--- config.mk ---
export PLATFORM = sky130hd
export DESIGN_NAME = z_sel_driver
export DESIGN_NICKNAME = d
export VERILOG_FILES = /design/src/rtl/z_sel_pkg.sv /design/src/rtl/z_sel_driver_chk.sv /design/src/rtl/z_sel_driver_dwell_timer.sv /design/src/rtl/z_sel_driver.sv
export SDC_FILE = /design/constraint.sdc
export NUM_CORES = 1
export LEC_CHECK = 0
export ABC_AREA = 1
export BUFFER_PORTS_ARGS = -buffer_cell sky130_fd_sc_hd__buf_2
export CORE_AREA = 5 5 42 44
export CTS_CLUSTER_SIZE = 40
export DETAILED_ROUTE_END_ITERATION = 7
export DIE_AREA = 0 0 47 49
export PLACE_DENSITY = 0.39
export SLEW_MARGIN = 15
export SYNTH_ARGS = -nofsm -noshare
export SYNTH_HDL_FRONTEND = slang
export SYNTH_SLANG_ARGS = --single-unit
--- constraint.sdc ---
create_clock -name i_clk -period 2.7 [get_ports i_clk]
set_clock_uncertainty 0.15 [all_clocks]
set_input_delay 0.54 -clock i_clk [delete_from_list [all_inputs] [get_ports i_clk]]
set_output_delay 0.54 -clock i_clk [all_outputs]
set_load 0.1 [all_outputs]
--- src/rtl/z_sel_pkg.sv ---
// z_sel_pkg: shared types and limits for the z select driver.
//   z_sel_state_t  : which consumer path is currently selected
//   Z_SEL_MAX_HOLD : largest legal dwell time in cycles
//   z_of_state     : decode from FSM state to the z select bit
package z_sel_pkg;

    typedef enum logic {SEL_B = 1'b0, SEL_A = 1'b1} z_sel_state_t;

    localparam int unsigned Z_SEL_MAX_HOLD = 32'd255;

    // z=1 selects path A, z=0 selects path B
    function automatic logic z_of_state(input z_sel_state_t state);
        return (state == SEL_A) ? 1'b1 : 1'b0;
    endfunction

endpackage

--- src/rtl/z_sel_driver_chk.sv ---
// z_sel_driver_chk: run-time invariant checks on the z select driver outputs.
//   i_clk, i_rst : clock and synchronous active-high reset of the driver
//   i_z          : select bit as driven to the consumer
//   i_switch     : switch pulse
//   i_hold_busy  : dwell-in-progress flag
module z_sel_driver_chk
    import z_sel_pkg::*;
#(
    parameter int unsigned HOLD_CYCLES = 32'd4
) (
    input  logic i_clk,
    input  logic i_rst,
    input  logic i_z,
    input  logic i_switch,
    input  logic i_hold_busy
);

    logic z_prev_q;
    logic z_prev_d;
    logic idle_prev_q;
    logic idle_prev_d;

    // Snapshot of last cycle's z and whether a switch was allowed then
    always_comb begin
        z_prev_d    = i_z;
        idle_prev_d = !i_hold_busy;
    end

    // History registers; reset matches the driver's reset state
    always_ff @(posedge i_clk) begin
        if (i_rst) begin
            z_prev_q    <= 1'b0;
            idle_prev_q <= 1'b1;
        end else begin
            z_prev_q    <= z_prev_d;
            idle_prev_q <= idle_prev_d;
        end
    end

    // Invariants: z never unknown, a switch always starts a dwell,
    // and z only moves when the previous cycle had no dwell pending
    always_comb begin
        if (!i_rst) begin
            assert final ((^i_z) !== 1'bx)
                else $error("z_sel_driver: o_z is unknown");
            if (HOLD_CYCLES > 32'd1) begin
                assert final (!i_switch || i_hold_busy)
                    else $error("z_sel_driver: o_switch without o_hold_busy");
            end else begin
            end
            assert final ((i_z == z_prev_q) || idle_prev_q)
                else $error("z_sel_driver: o_z changed during dwell");
        end else begin
        end
    end

endmodule

--- src/rtl/z_sel_driver_dwell_timer.sv ---
// dwell_timer: minimum-dwell down counter.
//   i_clk  : clock, rising edge
//   i_rst  : synchronous active-high reset, clears the count
//   i_load : load LOAD this cycle (takes priority over the decrement)
//   o_busy : registered, 1 while the count is nonzero
// The count saturates at zero; a LOAD of zero gives a timer that is never busy.
module dwell_timer #(
    parameter int unsigned WIDTH = 32'd3,
    parameter int unsigned LOAD  = 32'd3
) (
    input  logic i_clk,
    input  logic i_rst,
    input  logic i_load,
    output logic o_busy
);

    localparam logic [WIDTH-1:0] LOAD_V = WIDTH'(LOAD);
    localparam logic [WIDTH-1:0] ONE_V  = WIDTH'(1);
    localparam logic [WIDTH-1:0] ZERO_V = WIDTH'(0);

    logic [WIDTH-1:0] cnt_q;
    logic [WIDTH-1:0] cnt_d;
    logic             busy_q;
    logic             busy_d;

    // Next count: load on a switch, else count down and stick at zero
    always_comb begin
        cnt_d = cnt_q;
        if (i_load) begin
            cnt_d = LOAD_V;
        end else if (cnt_q != ZERO_V) begin
            cnt_d = cnt_q - ONE_V;
        end else begin
            cnt_d = ZERO_V;
        end
        busy_d = (cnt_d != ZERO_V);
    end

    // Count register and registered busy flag
    always_ff @(posedge i_clk) begin
        if (i_rst) begin
            cnt_q  <= ZERO_V;
            busy_q <= 1'b0;
        end else begin
            cnt_q  <= cnt_d;
            busy_q <= busy_d;
        end
    end

    assign o_busy = busy_q;

endmodule

--- src/rtl/z_sel_driver.sv ---
// z_sel_driver: producer of the select bit z for a two-input consumer mux.
// Round-robin between a request for path A (z=1) and path B (z=0), with a
// minimum dwell of HOLD_CYCLES cycles after every change.
//   i_clk       : clock, rising edge
//   i_rst       : synchronous active-high reset -> path B, no dwell
//   i_req_a     : level request for path A
//   i_req_b     : level request for path B
//   i_lock      : freeze the current selection while high
//   o_z         : registered select bit
//   o_switch    : 1-cycle pulse in the first cycle o_z shows a new value
//   o_hold_busy : 1 while the dwell has not yet expired
module z_sel_driver
    import z_sel_pkg::*;
#(
    parameter int unsigned HOLD_CYCLES = 32'd4
) (
    input  logic i_clk,
    input  logic i_rst,
    input  logic i_req_a,
    input  logic i_req_b,
    input  logic i_lock,
    output logic o_z,
    output logic o_switch,
    output logic o_hold_busy
);

    localparam int unsigned CNT_W = $clog2(HOLD_CYCLES + 32'd1);

    if ((HOLD_CYCLES < 32'd1) || (HOLD_CYCLES > Z_SEL_MAX_HOLD)) begin : g_bad_hold
        $fatal(1, "z_sel_driver: HOLD_CYCLES must be in 1..255");
    end

    z_sel_state_t state_q;
    z_sel_state_t state_d;
    logic         z_q;
    logic         z_d;
    logic         switch_q;
    logic         switch_d;
    logic         want_s;
    logic         busy_s;

    // Switch decision: only the non-selected request matters. With both
    // requests high this still switches, which is the round-robin hand-over.
    always_comb begin
        state_d  = state_q;
        want_s   = 1'b0;
        switch_d = 1'b0;
        case (state_q)
            SEL_A:   want_s = i_req_b;
            SEL_B:   want_s = i_req_a;
            default: want_s = 1'b0;
        endcase
        if (!busy_s && !i_lock && want_s) begin
            switch_d = 1'b1;
            state_d  = (state_q == SEL_A) ? SEL_B : SEL_A;
        end else begin
            switch_d = 1'b0;
            state_d  = state_q;
        end
        z_d = z_of_state(state_d);
    end

    // FSM state with registered z and switch pulse
    always_ff @(posedge i_clk) begin
        if (i_rst) begin
            state_q  <= SEL_B;
            z_q      <= 1'b0;
            switch_q <= 1'b0;
        end else begin
            state_q  <= state_d;
            z_q      <= z_d;
            switch_q <= switch_d;
        end
    end

    dwell_timer #(
        .WIDTH (CNT_W),
        .LOAD  (HOLD_CYCLES - 32'd1)
    ) u_dwell (
        .i_clk  (i_clk),
        .i_rst  (i_rst),
        .i_load (switch_d),
        .o_busy (busy_s)
    );

    z_sel_driver_chk #(
        .HOLD_CYCLES (HOLD_CYCLES)
    ) u_chk (
        .i_clk       (i_clk),
        .i_rst       (i_rst),
        .i_z         (z_q),
        .i_switch    (switch_q),
        .i_hold_busy (busy_s)
    );

    assign o_z         = z_q;
    assign o_switch    = switch_q;
    assign o_hold_busy = busy_s;

endmodule

==> results_dict.tcl, run 1 <==
set metrics [dict create \
    outcome "finished, final reports clean" \
    cts-resized-gates 0 \
    start_util_pct 17.9 \
    ys_seq_elements 6 \
    port_buffers 7 \
    period_share_pct 66.0 \
    min_from "i_rst" \
    cp-end-kind "output pin" \
    hold_path_end "u_dwell.cnt_q[0]" \
    drv_slew 0 \
    slew-limit-headroom_pct 67.8 \
    p_leak_nw 0.171 \
    die-area_um2 2300 \
    required_ns 2.01 \
    nets 52 \
    grt_pass1_wl_um 869 \
    die_y_um 49 \
    rows 14 \
    finalSetupViolCount 0 \
    critPathLaunchType "register" \
    cap_violations 0 \
    p_per_area_nw_per_um2 712 \
    dr.pass1.iters 2 \
    tns_ns 0 \
    layout_common_cells "nand2_1 (8), inv_1 (7), buf_2 (7)" \
    cts_buffer_depth 2 \
    vias_per_cell 3.87 \
    io_pins 8 \
    timing.critical_path.buf_inv 1 \
    worstHoldPathCells 2 \
    tightest_slew_ns 0.486 \
    ys_seq_area_share_pct 48.0 \
    critPathMaxFanout 6 \
    r2r_cells 4 \
    max_stage_delay_ns 0.45 \
    ir_drop_uv 265 \
    wl_um 512 \
    root_buffer "clkbuf_4" \
    remaining_drc_errors 0 \
    detailed_place_hpwl_um 388 \
    path_class "reg2out" \
    worst_slack_ns 0.918 \
    gp_congestion 0.681 \
    grt_max_degree 7 \
    fmax_mhz 561 \
    fin_util_pct 23.4 \
    postSynthAreaPerCell_um2 7.15 \
    r2r_setup_slack_ns 1.67 \
    timing.hold.ws_ns 0.330 \
    ctsHoldBuffers 0 \
    critical_path_arrival_ns 1.09 \
    post-place-ws_ns 1.18 \
    cts_tree "done" \
    rr_startpoint "state_q" \
    rsz0062_at_grt "false" \
    grt_pass1_vias 217 \
    gr-total-overflow 0 \
    critical-path-slowest-cell "buf_2" \
    clk_latency_ns 0.25 \
    fp.dieW_um 47 \
    core_area_um2 1400 \
    synth_cell_types 11 \
    numCtsBuffers 3 \
    hold_viol_final 0 \
    layout_min_cycle_time_ns 1.78 \
    synth_area_um2 250 \
    hp-class "in2reg" \
    antenna_found_initial 0 \
    regToRegEndpoint "u_dwell.cnt_q[1]" \
    area_growth_pct 31.0 \
    synth_warnings 0 \
    n_antenna_cell 0 \
    dr.first_iter.drc_count 2 \
    htreeDepth 1 \
    critPathTopFamily "buffers and inverters" \
    cts_sinks 6 \
    post_cts_buffers 0 \
    path_clk_slew_ns 0.05 \
    drive_gt1_share_pct 26.7 \
    detail-route-antenna-nets 0 \
    synth_fp_nets 40 \
    syn_inst 35 \
    vias 236 \
    layout_commonest_cell "nand2_1" \
    grt_use_total_pct 5.57 \
    crit_chain "buf_2" \
    wl_per_cell_um 8.39 \
]
==> final cells by class <==
class / count / area, µm²
Clock buffer: 3 / 22.5
Inverter: 7 / 26.3
Sequential cell: 6 / 120
Multi-Input combinational cell: 22 / 104
Fill cell: 179 / 1070
Tap cell: 16 / 20.0
Timing Repair Buffer: 7 / 35.0
==> where the power goes <==
part / switching, mW / internal (mW)
clock: 0.0330 / 0.0503
combinational: 0.0411 / 0.0105
sequential: 0.00365 / 0.0948
total: 0.0778 / 0.156
==> registers in the layout, indices dropped and copies added (netlist names) <==
name,flops
u_dwell.o_busy,1
o_switch,1
u_dwell.cnt_q,3
state_q,1
==> layer usage <==
metal | share of wire [%] | routed length (µm) | vias up | GRT usage, %
met5 | 0 | 0 | - | 0
met4 | 0 | 0 | 0 | 0
li1 | - | - | 129 | -
met2 | 38 | 193 | 9 | 7.01
met3 | 15 | 75 | 0 | 7.01
met1 | 47 | 243 | 98 | 6.40
==> metrics by stage <==
stage | power [mW] | std cells | cell area, µm²
floorplan | 0.141 | 35 | 250
global placement | 0.152 | 58 | 305
detailed placement | 0.152 | 58 | 305
CTS | 0.239 | 61 | 328
global route | 0.251 | 61 | 328
finish | 0.233 | 61 | 328
==> synth_stat cells, drive strengths merged <==
cell type / instances / area share, %
inv: 7 / 11
nor2: 3 / 5.5
nor3: 1 / 2.0
a21oi: 3 / 6.0
nand3: 4 / 10
o21ai: 3 / 6.0
nand2: 8 / 12
dfxtp: 6 / 48
==> how the worst max path moves through the flow <==
stage | start | endpoint | slack [ns] | cells past startpoint
finish | state_q | o_z | 0.92 | 1
global route | state_q | o_z | 0.87 | 1
CTS | state_q | o_z | 0.91 | 1
detailed placement | state_q | o_z | 1.18 | 1
global placement | state_q | o_z | 1.19 | 1
floorplan | state_q | o_z | 1.02 | 0
==> logic make-up (layout without fill, tap and decap cells) <==
logic type,Yosys count,in the layout,share of synthesized area (%)
compound gates,6,6,12.0
buf+inv,7,17,10.5
flops,6,6,48.0
simple gates,16,16,29.5
(Power assumes the default switching activity.)
==> run 2, diff against run 1 <==
--- a/config.mk
+++ b/config.mk
@@ -11,7 +11,7 @@
 export CTS_CLUSTER_SIZE = 40
 export DETAILED_ROUTE_END_ITERATION = 7
 export DIE_AREA = 0 0 47 49
-export PLACE_DENSITY = 0.39
+export PLACE_DENSITY = 0.4
 export SLEW_MARGIN = 15
 export SYNTH_ARGS = -nofsm -noshare
 export SYNTH_HDL_FRONTEND = slang
==> constraint.sdc (replaced) <==
create_clock -name i_clk -period 1.47 [get_ports i_clk]
set_clock_uncertainty 0.15 [all_clocks]
set_input_delay 0.294 -clock i_clk [delete_from_list [all_inputs] [get_ports i_clk]]
set_output_delay 0.294 -clock i_clk [all_outputs]
set_load 0.1 [all_outputs]
==> run 2 against run 1 <==
  * Wire length rose by 3.7%
  * Sequential power up 89%
  * Cell count unchanged
  * Hold slack worse by 0.24 ns
  * Highest routed layer unchanged
  * Cell area grew 15%
  * Largest power group unchanged
==> results_dict.tcl, run 2 (same netlist as run 1, synthesis figures left out) <==
set metrics [dict create \
    rsz0062_at_grt "false" \
    antenna_found_initial 0 \
    clk_latency_ns 0.24 \
    wl_um 531 \
    critPathTopFamily "flip-flops" \
    top_register "u_dwell.cnt_q" \
    layout_commonest_cell "nand2_1" \
    layout_min_cycle_time_ns 1.26 \
    core_area_um2 1400 \
    nets 52 \
    die_y_um 49 \
    start_util_pct 17.9 \
    drv_slew 0 \
    area_growth_pct 50.0 \
    max_stage_delay_ns 0.38 \
    detailed_place_hpwl_um 405 \
    timing.hold.ws_ns 0.0860 \
    numCtsBuffers 3 \
    slew-limit-headroom_pct 86.6 \
    detail-route-antenna-nets 0 \
    gr-total-overflow 0 \
    ctsHoldBuffers 0 \
    fmax_mhz 793 \
    vias 236 \
    cts_sinks 6 \
    required_ns 1.03 \
    cp-end-kind "output pin" \
    port_buffers 7 \
    power_frac_seq_pct 41.2 \
    htreeDepth 1 \
    fp.dieW_um 47 \
    tightest_slew_ns 0.200 \
    p_comb_share_pct 25.3 \
    critPathLaunchType "register" \
    path_class "reg2out" \
    cts-resized-gates 0 \
    post_cts_buffers 0 \
    grt_max_degree 7 \
    crit_chain "buf_12" \
    critical-path-slowest-cell "dfxtp_2" \
    largest_register_ffs 3 \
    path_clk_slew_ns 0.05 \
    fill_cells 158 \
    drive_gt1_share_pct 31.1 \
    grt_use_total_pct 5.49 \
    cts_tree "done" \
    wl_per_cell_um 8.70 \
    io_pins 8 \
    p_sw_share_pct 32.0 \
    p_per_area_nw_per_um2 1210 \
    n_antenna_cell 0 \
    internal_power_mw 0.308 \
    outcome "finished, final reports clean" \
    hold_viol_final 0 \
    ir_drop_uv 588 \
    grt_pass1_wl_um 855 \
    finalSetupViolCount 0 \
    critPathMaxFanout 6 \
    p_switching_mw 0.145 \
    period_share_pct 85.8 \
    die-area_um2 2300 \
    p_clk_share_pct 33.5 \
    cts_buffer_depth 2 \
    dr.first_iter.drc_count 1 \
    p_leak_nw 0.182 \
    rows 14 \
    cap_violations 0 \
    root_buffer "clkbuf_4" \
    remaining_drc_errors 0 \
    grt_pass1_vias 215 \
    vias_per_cell 3.87 \
    tns_ns 0 \
    critical_path_arrival_ns 0.82 \
    timing.critical_path.buf_inv 1 \
    layout_common_cells "nand2_1 (8), inv_1 (7), buf_2 (4), dfxtp_1 (4)" \
    hp-class "in2reg" \
    gp_congestion 0.730 \
    dr.pass1.iters 3 \
]
[run 2: cell types whose count changed in the layout (fill, tap and decap cells not counted)]
cell / previous run / this run
buf_12: 0 / 3
dfxtp_2: 0 / 2
dfxtp_1: 6 / 4
buf_2: 7 / 4
[run 2: path summary, 6_finish.rpt]
path / from / end / slack [ns] / cells after the start
min reg2reg: u_dwell.cnt_q[2] / u_dwell.cnt_q[2] / 0.36 / 2
max: state_q / o_z / 0.21 / 1
min: i_rst / u_dwell.cnt_q[0] / 0.09 / 2
max reg2reg: u_dwell.o_busy / state_q / 0.47 / 3
[run 2: stage by stage]
| step | instances | area, µm² | setup slack (ns) | total power, mW | util (%) |
|---|---|---|---|---|---|
| after global placement | 58 | 353 | 0.420 | 0.305 | 25.2 |
| final | 61 | 375 | 0.209 | 0.452 | 26.8 |
| after CTS | 61 | 375 | 0.198 | 0.464 | 26.8 |
| after detailed placement | 58 | 353 | 0.419 | 0.305 | 25.2 |
| after global routing | 61 | 375 | 0.169 | 0.486 | 26.8 |
| after floorplan | 35 | 253 | 0.117 | 0.261 | - |
[run 2: routing by layer]
metal	part of all wire (%)	vias up	track usage (%)
met3	17	0	7.75
met2	36	10	6.56
li1	-	130	-
met5	0	-	0
met4	0	0	0
met1	46	96	6.15
[run 2: power by group through the flow]
stage | Clock, mW | Combinational [mW] | Sequential (mW)
floorplan | 0 | 0.0272 | 0.233
global placement | 0 | 0.116 | 0.189
detailed placement | 0 | 0.115 | 0.189
CTS | 0.162 | 0.116 | 0.186
global route | 0.176 | 0.122 | 0.188
finish | 0.152 | 0.115 | 0.186
[run 2: layout make-up]
type                            instances  area [µm²]  share of cell area (%)
Sequential cell                         6         123                    32.7
Timing Repair Buffer                    7        80.1                    21.3
Inverter                                7        26.3                    7.00
Clock buffer                            3        22.5                    6.00
Multi-Input combinational cell         22         104                    27.7
Tap cell                               16        20.0                    5.33
==> run 3, diff against run 2 <==
--- a/config.mk
+++ b/config.mk
@@ -8,6 +8,7 @@
 export ABC_AREA = 1
 export BUFFER_PORTS_ARGS = -buffer_cell sky130_fd_sc_hd__buf_2
 export CORE_AREA = 5 5 42 44
+export CTS_BUF_LIST = sky130_fd_sc_hd__clkbuf_8
 export CTS_CLUSTER_SIZE = 40
 export DETAILED_ROUTE_END_ITERATION = 7
 export DIE_AREA = 0 0 47 49
==> run 3 against run 2 <==
  * Die area stayed put
  * Sequential power hardly changed
  * Maximum frequency is 2.1% higher
  * Register-to-register slack hardly changed
  * Non-clock buffer count stayed put
  * Critical path depth stayed put
  * Hold slack better by 0.022 ns
  * Critical endpoint unchanged
  * Wire length is 0.19% higher
  * Via count stayed put
==> results_dict.tcl, run 3 (same netlist as run 1, synthesis figures left out) <==
set metrics [dict create \
    cts_sinks 6 \
    numCtsBuffers 3 \
    timing.critical_path.buf_inv 1 \
    critical_path_arrival_ns 0.79 \
    grt_pass1_vias 199 \
    endpoint "o_z" \
    rr_startpoint "u_dwell.o_busy" \
    area_growth_pct 57.5 \
    p_leak_nw 0.190 \
    gp_congestion 0.730 \
    grt_pass1_wl_um 834 \
    gr-total-overflow 0 \
    vias_per_cell 3.87 \
    grt_max_degree 7 \
    top_register "u_dwell.cnt_q" \
    detailed_place_hpwl_um 405 \
    cp-end-kind "output pin" \
    critPathMaxFanout 6 \
    start_util_pct 17.9 \
    r2r_setup_slack_ns 0.47 \
    remaining_drc_errors 0 \
    hold_viol_final 0 \
    ir_drop_uv 584 \
    path_clk_slew_ns 0.04 \
    layout_commonest_cell "nand2_1" \
    crit_start "state_q" \
    r2r_cells 3 \
    htreeDepth 1 \
    crit_chain "buf_12" \
    critical-path-slowest-cell "dfxtp_2" \
    root_buffer "clkbuf_8" \
    max_stage_delay_ns 0.38 \
    n_antenna_cell 0 \
    tightest_slew_ns 0.200 \
    worst-path-stages 1 \
    critPathTopFamily "flip-flops" \
    fin_util_pct 28.1 \
    rows 14 \
    largest_register_ffs 3 \
    period_share_pct 84.0 \
    ctsHoldBuffers 0 \
    nets 52 \
    rsz0062_at_grt "false" \
    worst_slack_ns 0.235 \
    finalSetupViolCount 0 \
    post-place-ws_ns 0.419 \
    slew-limit-headroom_pct 86.6 \
    drive_gt1_share_pct 31.1 \
    cap_violations 0 \
    layout_common_cells "nand2_1 (8), inv_1 (7), buf_2 (4), dfxtp_1 (4)" \
    vias 236 \
    port_buffers 7 \
    critPathLaunchType "register" \
    fp.dieW_um 47 \
    antenna_found_initial 0 \
    dr.pass1.iters 3 \
    p_per_area_nw_per_um2 1390 \
    path_class "reg2out" \
    layout_min_cycle_time_ns 1.23 \
    fmax_mhz 810 \
    wl_um 532 \
    drv_slew 0 \
    regToRegEndpoint "state_q" \
    wl_per_cell_um 8.72 \
    required_ns 1.03 \
    detail-route-antenna-nets 0 \
    outcome "finished, final reports clean" \
    io_pins 8 \
    cts_tree "done" \
    hp-class "in2reg" \
    cts_buffer_depth 2 \
    cts-resized-gates 0 \
    tns_ns 0 \
    core_area_um2 1400 \
    die_y_um 49 \
    clk_latency_ns 0.22 \
    post_cts_buffers 0 \
    die-area_um2 2300 \
    dr.first_iter.drc_count 5 \
    grt_use_total_pct 5.63 \
]
==> run 3: cell counts in the layout (fill, tap and decap cells not counted) <==
No cell type changed its count.
==> run 3: area by class of cell <==
| cell class | instances | area, µm² |
|---|---|---|
| clock buffer | 3 | 41.3 |
| fill | 156 | 1010 |
| inverter | 7 | 26.3 |
| multi-input combinational | 22 | 104 |
| sequential | 6 | 123 |
| tap | 16 | 20.0 |
| timing repair buffer | 7 | 80.1 |
==> run 3: routing by layer <==
metal / global-route usage, % / share of wire, % / vias up
met2: 5.66 / 36 / 10
met5: 0 / 0 / -
li1: - / - / 130
met3: 7.75 / 15 / 0
met1: 6.15 / 49 / 96
met4: 2.76 / 0 / 0
==> run 3: worst min-delay path by stage <==
stage          slack [ns]  cells after the start             start                to
3_5_place_dp         0.34                      2  u_dwell.cnt_q[2]  u_dwell.cnt_q[2]
4_1_cts              0.10                      2             i_rst  u_dwell.cnt_q[0]
6_report             0.11                      2             i_rst  u_dwell.cnt_q[0]
2_1_floorplan        0.21                      1             i_rst  u_dwell.cnt_q[0]
3_3_place_gp         0.34                      2  u_dwell.cnt_q[2]  u_dwell.cnt_q[2]
5_1_grt              0.11                      2             i_rst  u_dwell.cnt_q[0]
==> run 3: metrics by stage <==
stage | hold WS [ns] | cells | area (µm²) | power (mW)
3_5_place_dp | 0.337 | 58 | 353 | 0.305
2_1_floorplan | 0.213 | 35 | 253 | 0.261
4_1_cts | 0.104 | 61 | 394 | 0.561
6_report | 0.108 | 61 | 394 | 0.547
3_3_place_gp | 0.337 | 58 | 353 | 0.305
5_1_grt | 0.110 | 61 | 394 | 0.584
==> run 3: report_power, final <==
part | switching [mW] | internal (mW) | leakage, nW | total, mW
logic | 0.0747 | 0.0398 | 0.118 | 0.114
registers | 0.0107 | 0.176 | 0.0499 | 0.187
clock network | 0.0703 | 0.176 | 0.0216 | 0.246
total | 0.156 | 0.392 | 0.190 | 0.547
